--- src/rtl/mult_arbiter.sv ---
// mult_arbiter: round-robin front end that shares one sequential 8x8 multiplier
// between NUM_REQ requesters. Latches the winner's operands, pulses the multiplier
// enable, waits for a fresh done plus a BCD settle window, then returns the result.
// Optional feature: define MULT_TIMEOUT_EN to bound the wait for the multiplier's done
// (TIMEOUT_CYC cycles); a timed-out request answers with rsp_err=1 and zero results.
module mult_arbiter #(
   parameter int unsigned NUM_REQ     = 4,
   parameter int unsigned BCD_WAIT    = 12,
   parameter int unsigned TIMEOUT_CYC = 64
) (
   input  logic                   clk,
   input  logic                   rst,
   input  logic [NUM_REQ-1:0]     req,
   input  logic [8*NUM_REQ-1:0]   req_x,
   input  logic [8*NUM_REQ-1:0]   req_y,
   output logic [NUM_REQ-1:0]     ack,
   output logic [NUM_REQ-1:0]     rsp_valid,
   output logic [15:0]            rsp_prod,
   output logic [18:0]            rsp_bcd,
   output logic                   rsp_err,
   output logic                   busy,
   output logic                   mul_en,
   output logic [7:0]             mul_x,
   output logic [7:0]             mul_y,
   input  logic                   mul_done,
   input  logic [15:0]            mul_prod,
   input  logic [18:0]            mul_bcd
);

   localparam int unsigned IdxW    = (NUM_REQ > 1) ? $clog2(NUM_REQ) : 1;
   // A zero settle window still needs one SETTLE cycle to sample the BCD value.
   localparam int unsigned EffWait = (BCD_WAIT == 0) ? 1 : BCD_WAIT;
   localparam int unsigned CntMax  = (EffWait > TIMEOUT_CYC) ? EffWait : TIMEOUT_CYC;
   localparam int unsigned CntW    = $clog2(CntMax + 1);

   typedef enum logic [2:0] {StIdle, StLaunch, StWait, StSettle, StResp} state_e;

   state_e            state_q, state_d;
   logic [IdxW-1:0]   grant_q, grant_d;
   logic [IdxW-1:0]   ptr_q, ptr_d;
   logic [7:0]        mul_x_q, mul_x_d;
   logic [7:0]        mul_y_q, mul_y_d;
   logic              seen_low_q, seen_low_d;
   logic [CntW-1:0]   cnt_q, cnt_d;
   logic [15:0]       rsp_prod_q, rsp_prod_d;
   logic [18:0]       rsp_bcd_q, rsp_bcd_d;
`ifdef MULT_TIMEOUT_EN
   logic              err_q, err_d;
   logic              timeout_hit;
`endif

   logic              arb_found;
   logic [IdxW-1:0]   arb_idx;
   logic [IdxW-1:0]   cand;
   logic [7:0]        arb_x, arb_y;
   logic [NUM_REQ-1:0] grant_oh;
   logic              qual_done;
   logic              settle_last;

   // A done level only counts once it has been seen low after the launch; a done
   // still high from the previous operation must not end the wait.
   assign qual_done   = mul_done & seen_low_q;
   assign settle_last = (cnt_q == CntW'(EffWait - 1));
`ifdef MULT_TIMEOUT_EN
   assign timeout_hit = (cnt_q == CntW'(TIMEOUT_CYC - 1));
`endif

   // Round-robin pick: first pending requester above the last grant, wrapping.
   always_comb begin
      arb_found = 1'b0;
      arb_idx   = ptr_q;
      cand      = ptr_q;
      for (int unsigned i = 0; i < NUM_REQ; i++) begin
         if (cand == IdxW'(NUM_REQ - 1)) begin
            cand = '0;
         end else begin
            cand = cand + IdxW'(1);
         end
         if (!arb_found && req[cand]) begin
            arb_found = 1'b1;
            arb_idx   = cand;
         end
      end
   end

   // Operand mux for the arbitration winner, plus one-hot of the registered grant.
   always_comb begin
      arb_x    = '0;
      arb_y    = '0;
      grant_oh = '0;
      for (int unsigned i = 0; i < NUM_REQ; i++) begin
         if (arb_idx == IdxW'(i)) begin
            arb_x = req_x[8*i +: 8];
            arb_y = req_y[8*i +: 8];
         end
         grant_oh[i] = (grant_q == IdxW'(i));
      end
   end

   // State register.
   always_ff @(posedge clk or negedge rst) begin
      if (!rst) begin
         state_q <= StIdle;
      end else begin
         state_q <= state_d;
      end
   end

   // Next-state logic.
   always_comb begin
      state_d = state_q;
      unique case (state_q)
         StIdle:   if (arb_found) state_d = StLaunch;
         StLaunch: state_d = StWait;
         StWait: begin
            if (qual_done) begin
               state_d = StSettle;
`ifdef MULT_TIMEOUT_EN
            end else if (timeout_hit) begin
               state_d = StResp;
`endif
            end
         end
         StSettle: if (settle_last) state_d = StResp;
         StResp:   state_d = StIdle;
         default:  state_d = StIdle;
      endcase
   end

   // Datapath next-state: grant/operand latch, done qualification, counters, results.
   always_comb begin
      grant_d    = grant_q;
      ptr_d      = ptr_q;
      mul_x_d    = mul_x_q;
      mul_y_d    = mul_y_q;
      seen_low_d = seen_low_q;
      cnt_d      = cnt_q;
      rsp_prod_d = rsp_prod_q;
      rsp_bcd_d  = rsp_bcd_q;
`ifdef MULT_TIMEOUT_EN
      err_d      = err_q;
`endif
      case (state_q)
         StIdle: begin
            if (arb_found) begin
               grant_d = arb_idx;
               mul_x_d = arb_x;
               mul_y_d = arb_y;
            end
         end
         StLaunch: begin
            ptr_d      = grant_q;
            seen_low_d = 1'b0;
            cnt_d      = '0;
`ifdef MULT_TIMEOUT_EN
            err_d      = 1'b0;
`endif
         end
         StWait: begin
            if (!mul_done) seen_low_d = 1'b1;
            if (qual_done) begin
               rsp_prod_d = mul_prod;
               cnt_d      = '0;
`ifdef MULT_TIMEOUT_EN
            end else if (timeout_hit) begin
               rsp_prod_d = '0;
               rsp_bcd_d  = '0;
               err_d      = 1'b1;
            end else begin
               cnt_d = cnt_q + CntW'(1);
`endif
            end
         end
         StSettle: begin
            cnt_d = cnt_q + CntW'(1);
            if (settle_last) rsp_bcd_d = mul_bcd;
         end
         default: ;
      endcase
   end

   // Datapath registers.
   always_ff @(posedge clk or negedge rst) begin
      if (!rst) begin
         grant_q    <= '0;
         ptr_q      <= IdxW'(NUM_REQ - 1);
         mul_x_q    <= '0;
         mul_y_q    <= '0;
         seen_low_q <= 1'b0;
         cnt_q      <= '0;
         rsp_prod_q <= '0;
         rsp_bcd_q  <= '0;
`ifdef MULT_TIMEOUT_EN
         err_q      <= 1'b0;
`endif
      end else begin
         grant_q    <= grant_d;
         ptr_q      <= ptr_d;
         mul_x_q    <= mul_x_d;
         mul_y_q    <= mul_y_d;
         seen_low_q <= seen_low_d;
         cnt_q      <= cnt_d;
         rsp_prod_q <= rsp_prod_d;
         rsp_bcd_q  <= rsp_bcd_d;
`ifdef MULT_TIMEOUT_EN
         err_q      <= err_d;
`endif
      end
   end

   // State-decoded outputs: launch and response pulses, busy flag.
   always_comb begin
      ack       = '0;
      rsp_valid = '0;
      mul_en    = 1'b0;
      rsp_err   = 1'b0;
      busy      = (state_q != StIdle);
      if (state_q == StLaunch) begin
         mul_en = 1'b1;
         ack    = grant_oh;
      end
      if (state_q == StResp) begin
         rsp_valid = grant_oh;
`ifdef MULT_TIMEOUT_EN
         rsp_err   = err_q;
`endif
      end
   end

   assign rsp_prod = rsp_prod_q;
   assign rsp_bcd  = rsp_bcd_q;
   assign mul_x    = mul_x_q;
   assign mul_y    = mul_y_q;

endmodule
--- config.mk ---
export PLATFORM = sky130hd
export DESIGN_NAME = mult_arbiter
export DESIGN_NICKNAME = d
export VERILOG_FILES = /design/src/rtl/mult_arbiter.sv
export SDC_FILE = /design/constraint.sdc
export NUM_CORES = 1
export LEC_CHECK = 0
export ABC_CLOCK_PERIOD_IN_PS = 6000
export BUFFER_PORTS_ARGS = -buffer_cell sky130_fd_sc_hd__buf_4
export CELL_PAD_IN_SITES_DETAIL_PLACEMENT = 0
export CELL_PAD_IN_SITES_GLOBAL_PLACEMENT = 1
export CORE_UTILIZATION = 25
export DETAILED_ROUTE_END_ITERATION = 10
export PLACE_DENSITY = 0.68
export SYNTH_ARGS = -nofsm -noshare
export SYNTH_HDL_FRONTEND = slang
export SYNTH_SLANG_ARGS = --single-unit
--- constraint.sdc ---
create_clock -name clk -period 6 [get_ports clk]
set_clock_uncertainty 0.2 [all_clocks]
set_input_delay 0.3 -clock clk [delete_from_list [all_inputs] [get_ports clk]]
set_output_delay 0.3 -clock clk [all_outputs]
set_load 0.01 [all_outputs]
==> results of run 1 <==
-- logic make-up (layout without fill, tap and decap cells) --
| group | Yosys count | count (layout) | share of synthesized area, % |
|---|---|---|---|
| AO/OA/AOI/OAI | 95 | 95 | 20.17 |
| adder cells (fa/ha/maj) | 2 | 2 | 0.7004 |
| buffers and inverters | 30 | 225 | 4.658 |
| flip-flops | 66 | 66 | 46.30 |
| multiplexers | 51 | 51 | 15.52 |
| other | 1 | 1 | 0.1050 |
| AND/OR/NAND/NOR | 89 | 89 | 12.54 |
-- worst paths after layout --
| check | startpoint | end | depth (start not counted) |
|---|---|---|---|
| max | ptr_q[0] | mul_x[6] | 9 |
| min | mul_bcd[1] | rsp_bcd[1] | 2 |
| max reg2reg | ptr_q[0] | mul_x[6] | 9 |
| min reg2reg | mul_x[3] | mul_x[3] | 2 |
| max in group asynchronous | rst | mul_y[4] | 2 |
| min in group asynchronous | rst | rsp_bcd[14] | 2 |
-- metrics by stage --
stage               power, uW  setup slack, ps  area, sq um  hold slack [ps]
floorplan                1600             3314         3572           -195.6
global placement         1953             2403         4937            271.8
detailed placement       1984             2291         4937            269.1
CTS                      2520             2260         5554           0.8364
global route             2688             1935         5564            10.95
finish                   2496             2253         5564            11.06
-- Yosys cell counts, types with 4 or more instances --
master | number | area share (%)
clkbuf_1 | 9 | 0.95
a21oi_2 | 10 | 2.5
dfrtp_1 | 64 | 45
nand2_1 | 38 | 4.0
inv_1 | 6 | 0.63
nor3_1 | 5 | 0.70
a21boi_1 | 14 | 2.9
buf_4 | 4 | 0.84
buf_2 | 7 | 0.98
a21oi_1 | 16 | 2.2
mux2i_1 | 16 | 4.5
or2_2 | 4 | 0.70
o221ai_1 | 6 | 1.5
buf_6 | 4 | 1.3
nand2b_1 | 9 | 1.6
mux2_2 | 35 | 11
nor2_1 | 16 | 1.7
o21ai_0 | 21 | 2.9
o221ai_2 | 10 | 4.2
-- per-layer routing --
layer	vias to the layer above	track usage, %	wire, um
met2	91	24.93	5438
met4	0	5.556	170
li1	1592	-	-
met3	12	4.448	637
met5	-	0	0
met1	1599	16.87	4292
-- area by class of cell --
type	count	area, sq um
inverters	6	22.52
flip-flops and latches	66	1654
repair buffers	203	1609
multi-input cells	238	1767
clock buffers	10	239.0
well taps	180	225.2
clock inverters	6	47.55
fillers	1311	8371
-- power by group through the flow --
stage | logic (uW) | clock network, uW | registers, uW
2_1_floorplan | 852 | 0 | 748
3_3_place_gp | 1230 | 0 | 723
3_5_place_dp | 1250 | 0 | 731
4_1_cts | 1280 | 516 | 728
5_1_grt | 1400 | 536 | 748
6_report | 1270 | 502 | 727
-- timing repair --
action	CTS	global route
hold buffers	33	1
setup buffers	0	0
endpoints found under the hold margin	96	1
-- flip-flops by register name (all words and copies together), names as in the netlist --
signal      count
rsp_bcd        19
rsp_prod       16
mul_x           8
mul_y           8
cnt_q           7
state_q         3
grant_q         2
ptr_q           2
seen_low_q      1
==> results.toml, run 1 <==
[global_routing]
grt_pass1_vias = 3433
grt_usage_pct = 14.52
grt_max_degree = 67
grt-ovfl-total = 0
grt_first_pass_wirelength_um = 16820
grt_antenna_before_repair = 0

[clocking]
clkTransAtPathRegs_ps = 60
cts_tree = "done"
clock_latency_ps = 330
cts_resized = 0
cts-root-buf = "clkbuf_16"
numCtsBuffers = 9
htreeDepth = 3
clock-sinks = 66
cts.path.max_buffers = 2

[floorplan]
fp.coreArea_sq_mm = 0.01393
start_util_pct = 25.64
die_h_um = 121.5
dieArea_sq_mm = 0.01477
die_x_um = 121.5
io_pins = 168
fp-row-count = 43

[finish]
final_cell_mix = "169 x buf_4, 64 x dfrtp_1, 38 x nand2_1"
antenna_cells = 0
drive_above_1_share_pct = 48.02
final_common_cell = "buf_4"
syn2layout_area_growth_pct = 55.76
fin_nets = 632
fin_util_pct = 39.93
stdcell_count = 709

[route]
drtIter0Drc = 146
ant_nets = 0
route.detailed.drc = 0
vias = 3294
vias_per_cell = 4.646
totalWireLength_um = 10540
post_drt_wl_per_cell_um = 14.86
firstDrtPassIters = 4

[timing]
setup_tns_ps = 0
max_freq_mhz = 266.9
min_period_over_period_pct = 62.44
tightest_slew_ps = 1120
drv_slew = 0
rsz0062_at_grt = "no"
period_needed_ps = 3747
finalSetupViolCount = 0
hold_viol = 0
max_slew_margin_pct = 25.01

[job]
cap_violations = 0

[setup_path]
r2r_setup_slack_ps = 2250
slowest_delay_ps = 930
path_cells = "ha_1 -> nor2_1 -> nor4b_1 -> a41oi_1 -> a21oi_1 -> nor3_4 -> buf_4 -> mux2i_1 -> o221ai_2"
path_buf_inv = 1
slowest_stage = "nor3_4"
setup.worst_path.start_class = "flip-flop"
cp.arrival_ps = 3710
critical-path-top-delay-family = "simple AND/OR/NAND/NOR gates"
cp.required_ps = 5960
crit_type = "flip-flop to flip-flop"
crit_path_max_fanout = 26
cp-end-kind = "flip-flop"

[yosys]
yosysWarningCount = 0
synth_cells = 334
synth_cell_types = 48
avgSynthCellArea_sq_um = 10.70
synth_area_sq_mm = 0.003572
synth-edff-count = 0
async_reset_ff_share_pct = 100.0
ys_seq_area_share_pct = 46.30
synth_seq_cells = 66
syn_nets = 442
ys.flop_type = "dfrtp_1"

[power_and_ir_drop]
p_sw_share_pct = 38.91
pwr_density_cell_mw_per_mm2 = 448.6
peakVddDrop_mv = 0.2061
power_frac_comb_pct = 50.8
p_int_uw = 1525
p_switching_uw = 971.2
sequentialPowerShare_pct = 29.1
leakagePower_uw = 0.002615
pwr-share-clk_pct = 20.1

[placed_design]
dpl.cell_count = 659
port_buffers = 166
gp_congestion = 0.8698
dpl.hpwl_um = 7505

[worst_hold_path]
hold_path.class = "input pin to flip-flop"

[outcome]
status = "finished, final reports clean"
Power figures use the tool's default switching activity.
==> inputs of run 2 (changes only) <==
ABC_AREA = 1   (was default)
ABC_CLOCK_PERIOD_IN_PS = 3100   (was 6000)
PLACE_DENSITY = 0.74   (was 0.68)
clock period = 3.1 ns   (was 6 ns; I/O delays follow)
==> results.toml, run 2 <==
[yosys]
syn_nets = 594
synth_common_cells = "204 x nand2_1, 64 x dfrtp_1, 51 x inv_1"
synth.most_common_cell = "nand2_1"
netlist.area_leader.share_pct = 43.82
synth-edff-count = 0
synth_area_sq_mm = 0.003655
avgSynthCellArea_sq_um = 7.520
ys.flop_type = "dfrtp_1"
synth.largest_area_cell = "dfrtp_1"
ys_seq_area_share_pct = 45.26
yosysWarningCount = 0
synth_cells = 486
synth_seq_cells = 66
async_reset_ff_share_pct = 100.0
synth_cell_types = 30
ys_top_cells_by_area = "dfrtp_1 44%, nand2_1 21%, inv_1 5.2%, mux2_2 4.9%, nand3_1 4.7%"

[setup_path]
cp_common_cell = "nand2_1"
cp.arrival_ps = 2900
setup.worst_path.start_class = "flip-flop"
cp.required_ps = 3120
slowest_delay_ps = 550
path_cells = "ha_1 -> inv_2 -> nand2_1 -> nand2_1 -> nand2_1 -> nand2_2 -> nand2_2 -> nor2_4 -> nand2_2 -> nand3_2 -> nand2_4 -> inv_8 -> nor2_4 -> buf_4 -> nand2_1 -> nand3_1 -> nand2_1 -> nand2_1"
crit_type = "flip-flop to flip-flop"
cp-end-kind = "flip-flop"
slowest_stage = "dfstp_2"
crit_path_max_fanout = 17
r2r_setup_slack_ps = 220

[timing]
finalSetupViolCount = 0
min_period_over_period_pct = 92.96
max_slew_margin_pct = 42.15
rsz0062_at_grt = "no"
tightest_slew_ps = 865.3
max_freq_mhz = 347.0
hold_viol = 0
setup_tns_ps = 0
drv_slew = 0
period_needed_ps = 2882

[floorplan]
start_util_pct = 25.93
fp.coreArea_sq_mm = 0.01410
die_x_um = 122.9
dieArea_sq_mm = 0.01511
io_pins = 168
fp-row-count = 43
die_h_um = 122.9

[clocking]
cts-root-buf = "clkbuf_16"
cts_tree = "done"
clock-sinks = 66
htreeDepth = 3
clkTransAtPathRegs_ps = 50
numCtsBuffers = 9
cts.path.max_buffers = 2
clock_latency_ps = 330

[placed_design]
gp_congestion = 0.8024
port_buffers = 166
place_area_sq_mm = 0.005075
dpl.hpwl_um = 8996

[outcome]
status = "finished, final reports clean"

[finish]
fillers = 1401
fin_nets = 845
final_cell_mix = "204 x nand2_1, 173 x buf_4, 80 x dlygate4sd3_1"
largest_register_ffs = 19
syn2layout_area_growth_pct = 71.07
final_cell_area_sq_mm = 0.006252
drive_above_1_share_pct = 31.40
regArea_sq_mm = 0.001654
multi_input_area_sq_mm = 0.001730
final_common_cell = "nand2_1"

[global_routing]
grt_pass1_vias = 4203
grt_antenna_before_repair = 1
grt_first_pass_wirelength_um = 19710
grt_usage_pct = 16.92
grt-ovfl-total = 0
grt_max_degree = 67

[power_and_ir_drop]
leakagePower_uw = 0.003235
peakVddDrop_mv = 0.4549
pwr_density_cell_mw_per_mm2 = 1007
p_total_uw = 6293

[route]
vias_per_cell = 4.389
post_drt_wl_per_cell_um = 13.49
totalWireLength_um = 12450
firstDrtPassIters = 4
ant_nets = 0
vias = 4051
drtIter0Drc = 171
route.detailed.drc = 0

[worst_hold_path]
hold_path.class = "input pin to flip-flop"

[job]
cap_violations = 0
-- run 2: path summary, 6_finish.rpt --
kind                                    end  startpoint  cells past startpoint
worst max register to register     mul_x[4]    ptr_q[0]                     18
max in group asynchronous          mul_y[7]         rst                      2
worst max-delay path               mul_x[4]    ptr_q[0]                     18
min in group asynchronous       rsp_bcd[18]         rst                      2
worst min-delay path               mul_y[6]   req_y[22]                      5
worst min register to register     ptr_q[1]    ptr_q[1]                      2
-- run 2: layout make-up --
class / instances / share of cell area, %
sequential: 66 / 26.46
clock inverter: 4 / 0.8005
tap: 180 / 3.602
clock buffer: 12 / 4.102
multi-input combinational: 351 / 27.68
antenna: 1 / 0.04002
timing repair buffer: 254 / 33.90
inverter: 55 / 3.422
-- run 2: per-stage QoR --
stage | hold slack [ps] | setup WS, ps | cells | util (%)
2_1_floorplan | -340.6 | 555.4 | 486 | -
3_3_place_gp | 118.4 | 244.8 | 822 | 36.00
3_5_place_dp | 124.2 | 168.6 | 822 | 36.00
4_1_cts | 1.736 | 150.9 | 918 | 43.86
5_1_grt | 61.91 | 0.02331 | 923 | 44.35
6_report | 3.385 | 218.2 | 923 | 44.35
-- run 2: kinds of logic (layout without fill, tap and decap cells) --
| logic type | count (synthesis) | in the layout | synth area share (%) |
|---|---|---|---|
| muxes | 16 | 16 | 4.930 |
| adders and majority gates | 2 | 2 | 0.6846 |
| AOI/OAI and AO/OA | 45 | 45 | 7.189 |
| and+or+nand+nor | 287 | 287 | 33.82 |
| buffers and inverters | 69 | 325 | 8.011 |
| other | 1 | 2 | 0.1026 |
| DFF | 66 | 66 | 45.26 |
-- run 2: where the power goes --
group | switching (uW) | leakage [uW] | internal (uW) | total, uW
logic | 2360 | 0.00234 | 1540 | 3900
registers | 194 | 0.000746 | 1160 | 1350
clock network | 377 | 0.000145 | 665 | 1040
total | 2930 | 0.00323 | 3360 | 6290
-- run 2: what timing repair did --
action | 4_1_cts | 5_1_grt
hold buffers | 80 | 0
buffers inserted | 0 | 4
setup endpoints to repair | 0 | 15
hold endpoints to repair | 116 | 0
gates resized for setup | 0 | 5
-- run 2: per-layer routing --
layer  up-vias  GRT usage [%]  part of all wire [%]
li1       2040              -                     -
met1      1846          19.48                    42
met2       147          29.11                    48
met3        18          5.120                   8.4
met4         0          6.936                   1.9
met5         -              0                     0
-- run 2: critical path: cells and delay by family (launching register included) --
| family | cells | cell delay, ps |
|---|---|---|
| adders and majority gates | 1 | 320 |
| buffers and inverters | 3 | 430 |
| DFF | 1 | 550 |
| and+or+nand+nor | 14 | 1250 |
